`src/rtl/sat_sub_serial_16_if.sv`:
```
// Handshake and operand/result bundle for the serial saturating subtractor.
interface sat_sub_serial_16_if #(
  parameter int WIDTH = 16
);
  logic             start;
  logic [WIDTH-1:0] A;
  logic [WIDTH-1:0] B;
  logic             busy;
  logic             done;
  logic [WIDTH-1:0] Diff;
  logic             Ovfl;

  modport master (
    output start, A, B,
    input  busy, done, Diff, Ovfl
  );

  modport slave (
    input  start, A, B,
    output busy, done, Diff, Ovfl
  );
endinterface

```
`src/rtl/sat_sub_serial_16.sv`:
```
// Multi-cycle saturating subtractor: Diff = sat(A - B), STEP bits per clock,
// LSB slice first, computed as A + ~B + 1 under a start/busy/done handshake.
module sat_sub_serial_16 #(
  parameter int WIDTH = 16,
  parameter int STEP  = 4
) (
  input logic                clk,
  input logic                rst_n,
  sat_sub_serial_16_if.slave bus
);

  localparam int NSTEP = WIDTH / STEP;
  localparam int CNT_W = (NSTEP > 1) ? $clog2(NSTEP) : 1;

  typedef enum logic [0:0] {
    IDLE = 1'b0,
    RUN  = 1'b1
  } state_t;

  state_t                 state_r;
  state_t                 state_nx_s;
  logic                   accept_s;
  logic                   last_s;
  logic [WIDTH-1:0]       a_r;
  logic [WIDTH-1:0]       b_r;
  logic [WIDTH-STEP-1:0]  part_r;
  logic                   carry_r;
  logic [CNT_W-1:0]       cnt_r;
  logic                   busy_r;
  logic                   done_r;
  logic [WIDTH-1:0]       diff_r;
  logic                   ovfl_r;
  logic [STEP:0]          slice_sum_s;
  logic                   cin_msb_s;
  logic                   ovfl_s;
  logic [WIDTH-1:0]       raw_s;

  // Clamp to the representable extreme on the side of the minuend's sign.
  function automatic logic [WIDTH-1:0] sat_value(
    input logic             ovfl,
    input logic             a_sign,
    input logic [WIDTH-1:0] raw
  );
    if (!ovfl) begin
      return raw;
    end else if (a_sign) begin
      return {1'b1, {(WIDTH-1){1'b0}}};
    end else begin
      return {1'b0, {(WIDTH-1){1'b1}}};
    end
  endfunction

  // Current slice adder; operands are shifted so the active slice sits at bit 0.
  always_comb begin
    slice_sum_s = {1'b0, a_r[STEP-1:0]} + {1'b0, ~b_r[STEP-1:0]} + {{STEP{1'b0}}, carry_r};
    cin_msb_s   = slice_sum_s[STEP-1] ^ a_r[STEP-1] ^ ~b_r[STEP-1];
    ovfl_s      = slice_sum_s[STEP] ^ cin_msb_s;
    raw_s       = {slice_sum_s[STEP-1:0], part_r};
  end

  // FSM state register.
  always_ff @(posedge clk or negedge rst_n) begin
    if (!rst_n) begin
      state_r <= IDLE;
    end else begin
      state_r <= state_nx_s;
    end
  end

  // Next-state and accept/last-slice decode.
  always_comb begin
    state_nx_s = state_r;
    accept_s   = 1'b0;
    last_s     = 1'b0;
    case (state_r)
      IDLE: begin
        if (bus.start) begin
          accept_s   = 1'b1;
          state_nx_s = RUN;
        end else begin
          state_nx_s = IDLE;
        end
      end
      RUN: begin
        if (cnt_r == CNT_W'(NSTEP - 1)) begin
          last_s     = 1'b1;
          state_nx_s = IDLE;
        end else begin
          state_nx_s = RUN;
        end
      end
      default: begin
        state_nx_s = IDLE;
      end
    endcase
  end

  // Operand capture, slice accumulation and result load.
  always_ff @(posedge clk or negedge rst_n) begin
    if (!rst_n) begin
      a_r     <= {WIDTH{1'b0}};
      b_r     <= {WIDTH{1'b0}};
      part_r  <= {(WIDTH-STEP){1'b0}};
      carry_r <= 1'b0;
      cnt_r   <= {CNT_W{1'b0}};
      busy_r  <= 1'b0;
      done_r  <= 1'b0;
      diff_r  <= {WIDTH{1'b0}};
      ovfl_r  <= 1'b0;
    end else begin
      done_r <= 1'b0;
      if (accept_s) begin
        a_r     <= bus.A;
        b_r     <= bus.B;
        carry_r <= 1'b1;
        cnt_r   <= {CNT_W{1'b0}};
        busy_r  <= 1'b1;
      end else if (state_r == RUN) begin
        a_r     <= a_r >> STEP;
        b_r     <= b_r >> STEP;
        part_r  <= raw_s[WIDTH-1:STEP];
        carry_r <= slice_sum_s[STEP];
        cnt_r   <= cnt_r + CNT_W'(1);
        // On the last slice a_r[STEP-1] is the original sign bit of A.
        if (last_s) begin
          diff_r <= sat_value(ovfl_s, a_r[STEP-1], raw_s);
          ovfl_r <= ovfl_s;
          done_r <= 1'b1;
          busy_r <= 1'b0;
        end
      end
    end
  end

  assign bus.busy = busy_r;
  assign bus.done = done_r;
  assign bus.Diff = diff_r;
  assign bus.Ovfl = ovfl_r;

endmodule

```
`src/flat_wrapper.sv`:
```
// flat-port wrapper written by rule: the top's interface ports become plain ports
module sat_sub_serial_16_flat 
#(
  parameter int WIDTH = 16,
  parameter int STEP  = 4
)
  (clk, rst_n, bus_start, bus_A, bus_B, bus_busy, bus_done, bus_Diff, bus_Ovfl);
  sat_sub_serial_16_if #(.WIDTH(WIDTH)) bus_i ();
  input logic clk;
  input logic rst_n;
  input wire logic [$bits(bus_i.start)-1:0] bus_start;
  input wire logic [$bits(bus_i.A)-1:0] bus_A;
  input wire logic [$bits(bus_i.B)-1:0] bus_B;
  output wire logic [$bits(bus_i.busy)-1:0] bus_busy;
  output wire logic [$bits(bus_i.done)-1:0] bus_done;
  output wire logic [$bits(bus_i.Diff)-1:0] bus_Diff;
  output wire logic [$bits(bus_i.Ovfl)-1:0] bus_Ovfl;
  assign bus_i.start = bus_start;
  assign bus_i.A = bus_A;
  assign bus_i.B = bus_B;
  assign bus_busy = bus_i.busy;
  assign bus_done = bus_i.done;
  assign bus_Diff = bus_i.Diff;
  assign bus_Ovfl = bus_i.Ovfl;
  sat_sub_serial_16 #(.WIDTH(WIDTH), .STEP(STEP)) u_core (.clk(clk), .rst_n(rst_n), .bus(bus_i));
endmodule
```
`config.mk`:
```
export PLATFORM = sky130hd
export DESIGN_NAME = sat_sub_serial_16_flat
export DESIGN_NICKNAME = d
export VERILOG_FILES = /design/src/rtl/sat_sub_serial_16_if.sv /design/src/rtl/sat_sub_serial_16.sv /design/src/flat_wrapper.sv
export SDC_FILE = /design/constraint.sdc
export NUM_CORES = 1
export LEC_CHECK = 0
export CAP_MARGIN = 20
export CORE_AREA = 2 2 92 94
export CTS_BUF_LIST = sky130_fd_sc_hd__clkbuf_4 sky130_fd_sc_hd__clkbuf_8
export CTS_CLUSTER_DIAMETER = 80
export DETAILED_ROUTE_END_ITERATION = 6
export DIE_AREA = 0 0 94 96
export GPL_ROUTABILITY_DRIVEN = 0
export SYNTH_ARGS = -nofsm -noshare
export SYNTH_HDL_FRONTEND = slang
export SYNTH_SLANG_ARGS = --single-unit
```
`constraint.sdc`:
```
create_clock -name clk -period 2.6 [get_ports clk]
set_input_delay 0.52 -clock clk [delete_from_list [all_inputs] [get_ports clk]]
set_output_delay 0.52 -clock clk [all_outputs]
set_load 0.01 [all_outputs]
```
# == Word level (Yosys, flattened, before mapping) ==
# Cells that the tools add are included.
# classes
bitwise,7
magnitude_cmp,0
n_div,0
n_mul,0
add_sub_neg,3
mux,22
n_reduce_logical,5
n_eq_ne,1
shift,0
# op_table
operator,n
$mux W16,6
$mux W1,13
$add A4 B4 Y5,1
$add A5 B1 Y5,1
$mux W2,2
$not A4 Y4,1
$reduce_and A2 Y1,2
$reduce_bool A2 Y1,2
$not A1 Y1,3
$reduce_and A3 Y1,1
$xor A1 B1 Y1,3
$add A2 B1 Y2 const B,1
$eq A2 B2 Y1 const B,1
$pmux W1 S2,1
# totals
ff_bits,67
mem_bits_ro,0
n_memories,0
output_inout_bits,19
elab_cells,48
ramBits,0
latch_bits,0

# == Depth between registers and ports, before layout ==
# Gate-level depths: netlist of run 1.
# depth
depth_word,7
ltp_mapped,10
ltp_nobuf,8

# == Worst setup path after synthesis of run 1 ==
# Ideal clock, no wire load.
# synth_path
kind,register to register
startpoint,register u_core.carry_r
endpoint,"register u_core.diff_r[5], in the netlist u_core.bus.Diff[5]"
path_stages_with_launch,10
arrival_time_ns,2.492
setup_slack_ns,-0.017
setup_time_ns,0.126
t_required_ns,2.474
n_path_buf,2
period_less_slack_ns,2.617
cell_sequence,dfrtp_1 -> fa_1 -> fa_1 -> a211o_1 -> and3_1 -> a211o_1 -> buf_6 -> buf_8 -> a31oi_1 -> a211oi_1
# synth_between
elab_chain_cells,5
# synth_lines
item,line,text
from (decl),sat_sub_serial_16.sv:27,logic carry_r;
from (signal assigned),sat_sub_serial_16.sv:122,carry_r <= slice_sum_s[STEP];
$add A5 B1 Y5 *,sat_sub_serial_16.sv:55,"slice_sum_s = {1'b0, a_r[STEP-1:0]} + {1'b0, ~b_r[STEP-1:0]} + {{STEP{1'b0}}, carry_r};"
$xor A1 B1 Y1 (2 in series),sat_sub_serial_16.sv:56,cin_msb_s = slice_sum_s[STEP-1] ^ a_r[STEP-1] ^ ~b_r[STEP-1];
$xor A1 B1 Y1 *,sat_sub_serial_16.sv:57,ovfl_s = slice_sum_s[STEP] ^ cin_msb_s;
$mux W16 *,sat_sub_serial_16.sv:44,if (!ovfl) begin
to (signal assigned),sat_sub_serial_16.sv:108,diff_r <= {WIDTH{1'b0}};
to (signal assigned),sat_sub_serial_16.sv:126,"diff_r <= sat_value(ovfl_s, a_r[STEP-1], raw_s);"
to (decl),sat_sub_serial_16.sv:31,logic [WIDTH-1:0] diff_r;
# Mark *: on every way between the ends. The rest lies on a longest branch, timed or not.
# A chain may end at the register's enable or synchronous reset.

# == Worst setup path after layout of run 1 ==
# layout_path
startpoint,register u_core.carry_r
endpoint,"register u_core.diff_r[6], in the netlist u_core.bus.Diff[6]"
# The elaborated chain is that of the path after synthesis.

==> results list, run 1 <==
- TritonCTS built the clock tree.
* # placed instances: 445
- Overall power of the completed layout: about 0.005 W
* Cell area reported after detailed placement: 3795 sq um
- The later pin in the worst-skew pair is clocked with a latency of 350 ps.
- Counting flops and latches in the post-synthesis netlist gives 67.
- Number of different library cells in the post-synthesis netlist: 38
* Overall die area: 9024 sq um
* Most frequent standard cell in the layout excluding fill and tap cells: sky130_fd_sc_hd__dfrtp_1
- Worst setup EP type: flop
- Highest-count cells in the layout ignoring fill and taps: sky130_fd_sc_hd__dfrtp_1 (66), sky130_fd_sc_hd__clkdlybuf4s50_1 (51), sky130_fd_sc_hd__nor2_1 (39), sky130_fd_sc_hd__mux2i_1 (32), sky130_fd_sc_hd__nand2_1 (31)
* Number of warnings printed during yosys synthesis: 0
* Number of I/O pins: 54
- Once detail routing completed, the nets flagged for antenna violations numbered 0.
- Data arrives at the worst endpoint at between 2000 and 3000 ps.
- Hold buffers post-CTS: 0
- The largest individual stage delay along the critical path comes from the cell sky130_fd_sc_hd__dfrtp_1.
- The first TritonRoute pass finished after 4 iterations.
* Max Fanout on Critical Path: 8
- Clock Pin Slew Worst Setup and Hold Paths: ~70 ps
* Post-Synthesis Cell Area: 3131 sq um
- Compared with the post-synthesis result, the final layout area differs by 28.34%.
* RSZ-0062 raised after global routing: yes
- Maximum number of pins on one net before global-route repair: 76
- Number of global-route vias before repair: about 2,300
* Post-synthesis area per instance: 10.76 sq um
- Global Route Usage Sum: ~15%
- Sequential area share after synthesis: a little over half
* Post-route clock period utilization: a little over nine tenths
- Standard-cell row count: 33
* Peak clock frequency supported by timing: 395.5 MHz
* Via Count: 2,321
- The worst-case IR drop observed on VDD is 0.0005438 V.
- From left edge to right edge, the die measures 94 um.
* Outcome: complete, no violations
- The H-tree was split into 3 levels.
- For this design the ratio of total power to cell area is 1239 nW/um^2.
- Leak: 1.784 nW
* Number of DRC markers in iteration 0: 66
- The finished cells cover roughly 4000 sq um.
- For this configuration, the core starts out at a cell density of 38.88%.
* Setup CP Type: reg2reg
- Setup total negative slack on the finished layout was measured at 0 ps.
- Fin cells: 464
- Dividing the detail-routed wire length by the instance count gives 13.48 um.
- The path class of the tightest hold or removal check is in2async.
* Clock buffer count from CTS: 9
- Buffer depth of the longest clock path: 2
- The initial antenna violation count came to 0.
- Worst stage delay on the critical path: roughly 400 ps
- Clock tree synthesis selected as its root buffer the cell sky130_fd_sc_hd__clkbuf_8.
- Worst slew margin relative to its limit: 52.93%
* Kind of start point of the critical path: flop
- Minimum clock period after layout: 2529 ps
- Proportion of layout cells with a drive suffix above 1: 16.71%
- Drc violations: 0
- Clk sinks: 67
* Number of buffers added on ports: 53
* Worst reg-to-reg setup slack: 70 ps
- Ant diodes: 0
- Number of standard cells after synthesis: 291
* Vias per inst: 5.002
- The max-slew violation count came to 0.
* Net count reported at finish: ~400
* Final-report setup violation count: 0
* Placeable core region: about 8100 sq um
- For the pin with the worst max-slew slack, the measured transition is 706.0 ps.
- Hold Fails Final Rpt: 0
- Post-synth net total: 332
- GRT Residual Overflow: 0
- Summed over all nets, the half-perimeter wirelength after detailed placement is 4258 um.
- For this block, the routed nets add up to 6255 um of wire.
- Vert. Die Dim: about 96 um
* Cell Chain, Critical Path: fa_2, fa_2, a211o_1, and3_4, a211o_1, buf_4, a31oi_1, a211oi_1
- Reported max-cap violation count: 0
- Wire length of the first global-routing pass: 10,650 um
* WP data required: approximately 2800 ps
- For the final database, setup skew stands at 8.435 ps.
==> registers in the layout, summed over array words and instances, names as in the netlist <==
name / cells
u_core.bus.busy: 1
u_core.bus.Ovfl: 1
u_core.part_r: 12
u_core.a_r: 16
u_core.bus.done: 1
u_core.cnt_r: 2
u_core.b_r: 16
u_core.carry_r: 1
u_core.bus.Diff: 16
u_core.state_r: 1
==> stage by stage <==
step                      util [%]  hold slack, ps  setup slack, ps
after detailed placement     47.13           469.3           -48.03
after global routing         49.90           118.3           -48.10
after CTS                    49.31           95.96            16.03
final                        49.90           97.41            71.44
after floorplan                  -           224.4            28.82
after global placement       47.13           463.3           -28.31
==> cell usage after synthesis <==
library cell,instances,area [sq um]
sky130_fd_sc_hd__o211ai_1,1,7.510
sky130_fd_sc_hd__clkbuf_1,10,37.54
sky130_fd_sc_hd__a21o_1,1,7.510
sky130_fd_sc_hd__a211oi_2,2,25.02
sky130_fd_sc_hd__fa_1,2,40.04
sky130_fd_sc_hd__nand3_1,3,15.01
sky130_fd_sc_hd__xor2_1,1,8.760
sky130_fd_sc_hd__a211oi_1,11,82.58
sky130_fd_sc_hd__buf_8,1,15.01
sky130_fd_sc_hd__a22o_1,1,8.760
sky130_fd_sc_hd__a211o_1,2,17.52
sky130_fd_sc_hd__a311oi_1,1,8.760
sky130_fd_sc_hd__o31a_1,1,8.760
sky130_fd_sc_hd__o2111ai_1,1,8.760
sky130_fd_sc_hd__mux2_2,12,135.1
sky130_fd_sc_hd__nand2_4,1,11.26
sky130_fd_sc_hd__dfrtp_1,67,1677
sky130_fd_sc_hd__buf_2,2,10.01
sky130_fd_sc_hd__and3_1,2,12.51
sky130_fd_sc_hd__and2_0,1,6.260
sky130_fd_sc_hd__or3_4,1,11.26
sky130_fd_sc_hd__buf_1,3,11.26
sky130_fd_sc_hd__o21ai_1,1,5.000
sky130_fd_sc_hd__nor2_1,39,146.4
sky130_fd_sc_hd__o21ai_0,26,130.1
sky130_fd_sc_hd__buf_6,2,22.52
sky130_fd_sc_hd__buf_4,1,7.510
sky130_fd_sc_hd__a21oi_1,2,10.01
sky130_fd_sc_hd__nand2_1,31,116.4
sky130_fd_sc_hd__ha_1,4,50.05
sky130_fd_sc_hd__or2_2,1,6.260
sky130_fd_sc_hd__o22ai_1,1,6.260
sky130_fd_sc_hd__nor3_1,1,5.000
sky130_fd_sc_hd__inv_1,7,26.28
sky130_fd_sc_hd__mux2i_1,32,320.3
sky130_fd_sc_hd__a31oi_1,14,87.58
sky130_fd_sc_hd__o211ai_4,1,21.27
sky130_fd_sc_hd__clkinv_1,1,3.750
==> report_power, final <==
group | switching, W | internal, W
logic | 0.00126 | 0.00122
registers | 0.000277 | 0.00147
clock network | 0.000370 | 0.000383
==> layout make-up <==
cell class                 count  area [sq um]
sequential                    67          1678
clock inverter                 3         15.01
fill                         773          4034
inverter                       8         30.03
tap                          105         131.4
clock buffer                  12         152.6
multi-input combinational    197          1340
timing repair buffer          72         670.6
==> worst max-delay path, delay by kind of cell (launching register included) <==
kind                     cells  cell delay [ps]
AO/OA/AOI/OAI                4              860
adder cells (fa/ha/maj)      2              750
buffers and inverters        1              190
flip-flops                   1              400
AND/OR/NAND/NOR              1              200
==> kinds of logic (layout without fill, tap and decap cells) <==
logic type                 count (synthesis)  after routing  share of synthesized area [%]
and+or+nand+nor                           80             80                          10.55
DFF                                       67             67                          53.56
AOI/OAI and AO/OA                         66             66                          13.91
muxes                                     44             44                          14.55
buffers and inverters                     27             95                          4.277
adders and majority gates                  6              6                          2.878
xor gates and xnor gates                   1              1                         0.2798
==> worst paths after layout <==
kind | from | to | cells after the start
worst max-delay path | u_core.carry_r$_DFFE_PN0P_ | u_core.bus.Diff[6]$_DFFE_PN0P_ | 8
worst min-delay path | rst_n | u_core.bus.Diff[3]$_DFFE_PN0P_ | 1
worst max register to register | u_core.carry_r$_DFFE_PN0P_ | u_core.bus.Diff[6]$_DFFE_PN0P_ | 8
worst min register to register | u_core.b_r[13]$_DFFE_PN0P_ | u_core.b_r[9]$_DFFE_PN0P_ | 2
max in group asynchronous | rst_n | u_core.a_r[0]$_DFFE_PN0P_ | 2
min in group clk | u_core.b_r[13]$_DFFE_PN0P_ | u_core.b_r[9]$_DFFE_PN0P_ | 2
==> timing repair <==
item                                    in CTS  in global routing
gates resized for setup                      3                  6
pin swaps                                    0                  3
endpoints found under the setup margin      16                 16
setup buffers                                0                  3
cloned                                       0                  1
==> routing by layer <==
metal	global-route usage (%)	part of all wire (%)	vias up
met1	18.60	46	1101
met5	0	0	-
met3	5.403	6.3	12
met2	24.46	46	59
met4	7.609	2.3	0
li1	-	-	1149
No activity file was read; power rests on OpenSTA's default activity.
==> run 2, diff against run 1 <==
- GPL_TIMING_DRIVEN: not set -> 0
- clock period: 2.6 -> 2.5 ns (I/O delays scaled with it)
==> results list, run 2 (synthesized netlist as in run 1, its figures left out) <==
* Worst setup EP type: flop (unchanged)
* Number of buffers added on ports: 52 (was 53)
* Root buffer cell: sky130_fd_sc_hd__clkbuf_8 (unchanged)
* Clk sinks: 67 (unchanged)
* Worst slew margin relative to its limit: 43.18% (was 52.93%)
- Final wirelength: 7034 um (was 6255 um)
* Vias per inst: 5.115 (was 5.002)
- The via total after detailed routing was 2,394 (was 2,321).
- Maximum number of pins on one net before global-route repair: 68 (was 76)
- The final layout net count came to 401 (was 396).
- The area of the die is 9024 sq um (unchanged).
* Clock Pin Slew Worst Setup and Hold Paths: 70 ps (about the same)
* Most frequent standard cell in the layout excluding fill and tap cells: sky130_fd_sc_hd__dfrtp_1 (unchanged)
* Highest-count cells in the layout ignoring fill and taps: sky130_fd_sc_hd__dfrtp_1 (67), sky130_fd_sc_hd__clkdlybuf4s50_1 (51), sky130_fd_sc_hd__nor2_1 (39), sky130_fd_sc_hd__mux2i_1 (32), sky130_fd_sc_hd__nand2_1 (31) (was sky130_fd_sc_hd__dfrtp_1 (66), sky130_fd_sc_hd__clkdlybuf4s50_1 (51), sky130_fd_sc_hd__nor2_1 (39), sky130_fd_sc_hd__mux2i_1 (32), sky130_fd_sc_hd__nand2_1 (31))
- The synthesis-to-finish area growth came to 30.38% (was 28.34%).
* Vert. Die Dim: 96 um (unchanged)
- Ant diodes: 0 (unchanged)
- The global routing usage summed across all routing layers came to 16.45% (was 15.36%).
* Reported max-cap violation count: 0 (unchanged)
* Fin worst setup slack: -125.3 ps (was 71.44 ps)
- Proportion of layout cells with a drive suffix above 1: 14.05% (was 16.71%)
- The largest vdd supply drop is 0.0006056 V (was 0.0005438 V).
- The buffer levels on the longest clock path is 2 (unchanged).
- The CTS tree is built (unchanged).
- Floorplan die width: 94 um (unchanged)
* Cell area reported after detailed placement: 3794 sq um (was 3795 sq um)
- The share of the cycle needed by the critical path after routing was 105.0% (was 97.25%).
- H-tree lvl count: 3 (unchanged)
- The starting utilization of the core area came to 38.88% (unchanged).
* Number of global-route vias before repair: 2,340 (was 2,286)
* Violations in the final reports: negative setup slack
* Setup CP Type: reg2reg (unchanged)
- The area used by multi-input combinational logic came to 1363 sq um (was 1340 sq um).
- The placeable core region is 8051 sq um (unchanged).
- The power density over the cells is 1353 nW/um^2 (was 1239 nW/um^2).
* Hold Fails Final Rpt: 0 (unchanged)
* Antenna violations before repair: 0 (unchanged)
- GRT Residual Overflow: 0 (unchanged)
- The insertion delay to the later sink of the worst-skew pair was 340 ps (was 350 ps).
- The largest fanout of any net on the critical path came to 9 (was 8).
- The clock skew after layout came to 9.652 ps (was 8.435 ps).
- Minimum clock period after layout: 2625 ps (was 2529 ps)
- The row count was 33 (unchanged).
- The startpoint type of the worst setup path was a flop (unchanged).
- Leak: 1.785 nW (was 1.784 nW)
- RSZ-0062 raised after global routing: yes (unchanged).
- The arrival time at the worst endpoint is 2850 ps (was 2750 ps).
- Wire length of the first global-routing pass: 11,320 um (was 10,650 um)
* Peak clock frequency supported by timing: 380.9 MHz (was 395.5 MHz)
- Cell area after layout: 4081 sq um (was 4018 sq um)
- Outcome: finished with violations (was complete, no violations)
- Path category of the worst min-delay check: in2async (unchanged)
- Slew at the pin closest to its max-slew limit: 852.3 ps (was 706.0 ps)
- The required time reported for the critical path endpoint is 2720 ps (was 2820 ps).
* Placement Setup Slack: -177.2 ps (was -48.03 ps)
* Post-route ant nets: 0 (unchanged)
- First drt pass iteration count: 4 (unchanged)
* Final-report setup violation count: 16 (was 0)
- The number of filler instances in the final layout came to 756 (was 773).
- The max-slew violation count is 0 (unchanged).
- Routed wire length per instance: 15.03 um (was 13.48 um)
- Number of I/O pins: 54 (unchanged)
- The count of unresolved DRC violations after routing was 0 (unchanged).
* Post-detailed-placement half-perimeter wirelength: 4847 um (was 4258 um)
- Number of DRC markers in iteration 0: 98 (was 66)
- Sequential cell area: 1677 sq um (was 1678 sq um)
- The total clock buffers created by CTS was 9 (unchanged).
run 2: cell types whose count changed in the layout (fill, tap and decap cells not counted), sizes merged:
cell / delta
bufinv: +1
clkbuf: +10
clkinv: -1
buf: -6
run 2: final cells by class:
| cell class | instances | area share [%] |
|---|---|---|
| Tap cell | 105 | 3.219 |
| Buffer | 19 | 2.728 |
| Inverter | 8 | 0.7357 |
| Multi-Input combinational cell | 197 | 33.38 |
| Clock inverter | 3 | 0.9810 |
| Timing Repair Buffer | 58 | 14.32 |
| Sequential cell | 67 | 41.08 |
| Clock buffer | 11 | 3.556 |
run 2: per-stage QoR:
step / power, W / utilization (%) / hold slack [ps] / cells / TNS, ps
floorplan: 0.003502 / - / 204.4 / 291 / 0
global placement: 0.004288 / 47.15 / 467.3 / 448 / -94190
detailed placement: 0.004349 / 47.12 / 475.4 / 448 / -1540
CTS: 0.005363 / 49.93 / 299.7 / 465 / -748.9
global route: 0.005893 / 50.69 / 326.0 / 468 / -3009
finish: 0.005521 / 50.69 / 254.4 / 468 / -1469
run 2: what timing repair did:
action | CTS | global route
resized for setup | 2 | 4
setup endpoints to repair | 13 | 16
hold buffers | 0 | 0
pin swaps | 2 | 0
cloned | 0 | 1
setup buffers | 3 | 2
run 2: power breakdown:
group	switching (W)	internal, W
clock network	0.000402	0.000485
logic	0.00142	0.00139
registers	0.000298	0.00152
run 2: path summary, 6_finish.rpt:
check	from	to	slack (ps)	depth (start not counted)
max in group asynchronous	rst_n	u_core.part_r[1]$_DFFE_PN0P_	1660	1
max reg2reg	u_core.carry_r$_DFFE_PN0P_	u_core.bus.Diff[13]$_DFFE_PN0P_	-130	9
min	rst_n	u_core.bus.Diff[9]$_DFFE_PN0P_	250	1
min reg2reg	u_core.a_r[14]$_DFFE_PN0P_	u_core.a_r[10]$_DFFE_PN0P_	480	2
min in group clk	u_core.a_r[14]$_DFFE_PN0P_	u_core.a_r[10]$_DFFE_PN0P_	480	2
max	u_core.carry_r$_DFFE_PN0P_	u_core.bus.Diff[13]$_DFFE_PN0P_	-130	9
run 2: routing by layer:
| metal | track usage, % | vias to the layer above | routed length (um) |
|---|---|---|---|
| met4 | 6.884 | 0 | 94 |
| met5 | 0 | - | 0 |
| met3 | 3.446 | 10 | 346 |
| li1 | - | 1162 | - |
| met2 | 27.20 | 71 | 3404 |
| met1 | 21.11 | 1151 | 3188 |
run 2: worst max-delay path, stage by stage, from the launching register on:
cell and delay, ps:
sky130_fd_sc_hd__dfrtp_1 410, sky130_fd_sc_hd__fa_2 400, sky130_fd_sc_hd__fa_2 350, sky130_fd_sc_hd__a211o_1 330
sky130_fd_sc_hd__and3_4 210, sky130_fd_sc_hd__a211o_1 280, sky130_fd_sc_hd__buf_6 150, sky130_fd_sc_hd__clkbuf_16 150
sky130_fd_sc_hd__a31oi_1 160, sky130_fd_sc_hd__a211oi_1 60
